`src/rtl/fifo_frame_reader.sv`:
```
// Drains a framed burst from the read side of an 8-deep FIFO onto a valid/ready stream.
// A 2-entry skid buffer absorbs the FIFO's 1-cycle read latency so the stream sustains 1 word/cycle.
module fifo_frame_reader #(
    parameter int DATA_WIDTH = 8,
    parameter int LEN_WIDTH  = 8
) (
    input  logic                  clk,
    input  logic                  rst,
    input  logic                  start,
    input  logic [LEN_WIDTH-1:0]  frame_len,
    output logic                  busy,
    output logic                  done,
    input  logic                  fifo_empty,
    output logic                  fifo_rd,
    input  logic [DATA_WIDTH-1:0] fifo_q,
    output logic                  m_valid,
    input  logic                  m_ready,
    output logic [DATA_WIDTH-1:0] m_data,
    output logic                  m_last
);

    typedef enum logic [1:0] {
        IDLE  = 2'd0,
        RUN   = 2'd1,
        DRAIN = 2'd2
    } state_t;

    state_t                 state;
    logic [LEN_WIDTH-1:0]   rd_rem;
    logic [LEN_WIDTH-1:0]   out_rem;
    logic                   inflight;
    logic [1:0]             occ;
    logic [DATA_WIDTH-1:0]  skid0;
    logic [DATA_WIDTH-1:0]  skid1;
    logic [1:0]             pending;
    logic                   room;
    logic                   pop;

    // Stream handshake: a word transfers on any cycle with m_valid & m_ready; while
    // m_valid is high and m_ready low, m_data and m_last hold their values.
    assign m_valid = (occ != 2'd0);
    assign m_data  = skid0;
    assign m_last  = m_valid & (out_rem == LEN_WIDTH'(1));
    assign pop     = m_valid & m_ready;
    assign busy    = (state != IDLE);

    // A word in flight from the FIFO already owns a skid slot, so it counts toward occupancy.
    assign pending = occ + {1'b0, inflight};
    assign room    = (pending < 2'd2) | ((pending == 2'd2) & pop);
    assign fifo_rd = (state == RUN) & ~fifo_empty & (rd_rem != '0) & room;

    always_ff @(posedge clk or posedge rst) begin
        if (rst) begin
            state    <= IDLE;
            rd_rem   <= '0;
            out_rem  <= '0;
            inflight <= 1'b0;
            occ      <= 2'd0;
            skid0    <= '0;
            skid1    <= '0;
            done     <= 1'b0;
        end else begin
            done     <= 1'b0;
            inflight <= fifo_rd;

            if (fifo_rd) begin
                rd_rem <= rd_rem - LEN_WIDTH'(1);
            end
            if (pop && (out_rem != '0)) begin
                out_rem <= out_rem - LEN_WIDTH'(1);
            end

            // Push of the landing FIFO word never meets a full buffer: the read gate guarantees it.
            case ({inflight, pop})
                2'b10: begin
                    if (occ == 2'd0) begin
                        skid0 <= fifo_q;
                    end else begin
                        skid1 <= fifo_q;
                    end
                    occ <= occ + 2'd1;
                end
                2'b01: begin
                    skid0 <= skid1;
                    occ   <= occ - 2'd1;
                end
                2'b11: begin
                    if (occ == 2'd1) begin
                        skid0 <= fifo_q;
                    end else begin
                        skid0 <= skid1;
                        skid1 <= fifo_q;
                    end
                end
                default: begin
                end
            endcase

            case (state)
                IDLE: begin
                    if (start) begin
                        if (frame_len != '0) begin
                            rd_rem  <= frame_len;
                            out_rem <= frame_len;
                            state   <= RUN;
                        end else begin
                            done <= 1'b1;
                        end
                    end
                end
                RUN: begin
                    if (fifo_rd && (rd_rem == LEN_WIDTH'(1))) begin
                        state <= DRAIN;
                    end
                end
                DRAIN: begin
                    if (pop && (out_rem == LEN_WIDTH'(1))) begin
                        state <= IDLE;
                        done  <= 1'b1;
                    end
                end
                default: begin
                    state <= IDLE;
                end
            endcase
        end
    end

endmodule

```
`config.mk`:
```
export PLATFORM = sky130hd
export DESIGN_NAME = fifo_frame_reader
export DESIGN_NICKNAME = d
export VERILOG_FILES = /design/src/rtl/fifo_frame_reader.sv
export SDC_FILE = /design/constraint.sdc
export NUM_CORES = 1
export LEC_CHECK = 0
export BUFFER_PORTS_ARGS = -buffer_cell sky130_fd_sc_hd__buf_2
export CAP_MARGIN = 25
export CELL_PAD_IN_SITES_DETAIL_PLACEMENT = 0
export CELL_PAD_IN_SITES_GLOBAL_PLACEMENT = 1
export CORE_ASPECT_RATIO = 0.7
export CORE_MARGIN = 4
export CORE_UTILIZATION = 35
export DETAILED_ROUTE_END_ITERATION = 8
export PLACE_DENSITY_LB_ADDON = 0.1
export RECOVER_POWER = 100
export SKIP_CTS_REPAIR_TIMING = 1
export SYNTH_ARGS = -nofsm -noshare
export SYNTH_HDL_FRONTEND = slang
export SYNTH_SLANG_ARGS = --single-unit
```
`constraint.sdc`:
```
create_clock -name clk -period 6.3 [get_ports clk]
set_clock_uncertainty 0.1 [all_clocks]
set_input_delay 0.63 -clock clk [delete_from_list [all_inputs] [get_ports clk]]
set_output_delay 0.63 -clock clk [all_outputs]
set_load 0.02 [all_outputs]
```
==> metrics.txt <==
run status complete, but fails checks; failing checks max-capacitance violations, max-slew violations; Initial Utilization 37.36%; die area 7685 µm²; via count 1708; RSZ-0062 raised after global routing false; CP Max Fanout 21; slowest stage cell, crit path o21ai_0; syn avg cell area 10.50 µm²; Final #Nets 279; core area 5928 µm²; initial antenna violation count 0; Clk Latency, worst-skew pair 0.28 ns; GR Util met1 26.74%; M3 GR Usage 4.124%; library cells used by synthesis 52; crit share post-route 65.65%; fin util 42.34%; drc violations 0; CTS sink cnt 38; syn_nets 243; 1st-iter DRT viols 69; Horiz. Die Dim 103.1 µm; Ys Warns 0; worst path cell trace nor3b_1 > o21ai_0 > a32o_1 > a311o_1; Post-synth EDFFs 0; Hold Crit Class flop to flop; Synth Instances 211; gr busiest metal met1; CTS clk-pin slew, worst paths 0.08 ns; CTS tree built; Pre-antenna DRT Iters 4; max cap viols 3; Routed WL 5489 µm; CP bufs+invs 0; fin crit period 4.136 ns; drt wl/cell 16.99 µm; Mapped Area 2215 µm²; largest net degree at the start of global routing 39; Post-synth top flop dfrtp_1; final hold violations 0; kind of critical path flop to flop; crit-path max cell delay 1.35 ns; grt total ovfl 0; Std-Cell Rows 23; DRT antenna net count 0; Max Freq 241.8 MHz; diode count 0; crit path launch type flop; GRT met2 Usage 18.12%; synthesized flop and latch total 38; CTS buffer count 5; Pleak 0.001012 µW; HPWL Detailed 4223 µm; gr usage total 15.40%; global-route wire length before repair 8949 µm; maximum vdd drop 0.2106 mV; Slew @ Worst Pin 2.232 ns; die height 74.56 µm; GPL Wtd Cong 0.8138; Final Non-Filler Cells 323; kind of cell adding the most delay to the critical path compound AO/OA/AOI/OAI gates; CTS root buf clkbuf_8; Ports 34; Async SR Flop Fraction 100.0%; setup TNS 0 ns; placed insts 315; final setup fails 0; critical path capture point type flop; via/cell ratio 5.288; Clock Tree Buf Depth 2; PD cells 468.9 nW/µm²; # H-tree levels 2; Port Buffers 33; Req. time, crit path 6.37 ns; vias in the first global route 1674; share of cells above drive strength 1 20.16%; Final Slew Violations 76; Rel. slew slack -50.36%; CP arrival 4.20 ns; Area Growth Syn to Fin 13.33%; Seq/Total Area, Yosys 42.94%
==> state kept, by name (all words and copies together) (netlist names) <==
register and flops:
done 1, inflight 1, m_data 8, occ 2, out_rem 8, rd_rem 8
skid1 8, state 2
==> worst min-delay path: cells and delay by family, from the launching register on <==
kind | cells | cell delay (ns)
DFF | 1 | 0.35
and+or+nand+nor | 1 | 0.05
AOI/OAI and AO/OA | 1 | 0.06
==> per-layer routing <==
| layer | vias to the layer above | routed length [µm] |
|---|---|---|
| met5 | - | 0 |
| met4 | 0 | 19 |
| met3 | 2 | 284 |
| met2 | 45 | 1989 |
| met1 | 801 | 3195 |
| li1 | 860 | - |
==> cell usage after synthesis (3+ instances only) <==
cell type,number,area [µm²]
a21oi_1,3,15.01
a22oi_1,10,75.07
dfrtp_1,38,950.9
ha_1,11,137.6
inv_1,14,52.55
mux2_2,8,90.09
nand2_1,21,78.83
nand3_1,6,30.03
nand3b_1,3,22.52
nand4_1,4,25.02
nor3_1,4,20.02
nor3b_1,3,22.52
nor4_1,3,18.77
o211ai_1,5,37.54
o211ai_2,4,50.05
o21a_1,3,22.52
o21ai_0,11,55.05
o21ai_1,5,25.02
or3_1,4,25.02
xnor2_1,7,61.31
==> cells by family (layout without fill, tap and decap cells) <==
logic type                 count (synthesis)  count (layout)  share of synthesized area [%]
AOI/OAI and AO/OA                         61              61                          21.53
xor gates and xnor gates                   7               7                          2.768
and+or+nand+nor                           66              66                          17.68
buffers and inverters                     19              56                          4.350
muxes                                      9               9                          4.520
DFF                                       38              38                          42.94
adders and majority gates                 11              11                          6.215
==> power breakdown <==
group	switching, µW	internal [µW]
combinational	312	221
sequential	93.1	346
clock	87.5	117
total	493	684
==> area by class of cell <==
class                   count  area [µm²]
fillers                   625        3418
repair buffers             34       153.9
well taps                  75       93.84
flip-flops and latches     38       950.9
multi-input cells         154        1150
inverters                  14       52.55
clock buffers               5       68.82
clock inverters             3       40.04
==> worst paths after layout <==
check | from | end | cells after the start | slack [ns]
min | m_data[6] | m_data[6] | 2 | 0.39
min reg2reg | m_data[6] | m_data[6] | 2 | 0.39
max in group asynchronous | rst | out_rem[1] | 3 | 3.88
max | state[1] | rd_rem[2] | 4 | 2.16
min in group asynchronous | rst | m_data[7] | 3 | 1.01
max reg2reg | state[1] | rd_rem[2] | 4 | 2.16
==> cells in the final DEF (no fill, tap or decap), types with 2 or more instances in the layout <==
cell type  count
clkbuf_1      13
a32o_1         2
o21ai_0       16
nand3b_1       3
o211ai_2       3
nor2_1         2
clkinv_2       2
or2_2          2
clkbuf_8       5
a21o_1         2
nor3b_1        4
ha_1          11
nor4_2         2
nand2_1       21
nand3_1        6
dfrtp_1       38
buf_2         21
or3_1          4
o21a_1         3
a22oi_1       10
mux2_2         8
a21oi_1        4
a32oi_1        2
nor4_1         3
or4_1          2
nor3_1         4
a311o_1        2
inv_1         14
xnor2_1        7
o211ai_1       6
nand4_1        4
==> stage by stage <==
step                power, µW  setup slack, ns  hold WS [ns]  area (µm²)
finish                   1177            2.164        0.3908        2510
global placement        993.7            3.581        0.3610        2437
floorplan               844.0            4.001        0.3633        2215
detailed placement      995.4            3.526        0.3712        2437
global route             1283            1.598        0.4154        2510
CTS                      1205            3.295        0.3678        2546
Note: power is estimated with default switching activity, not from simulation.
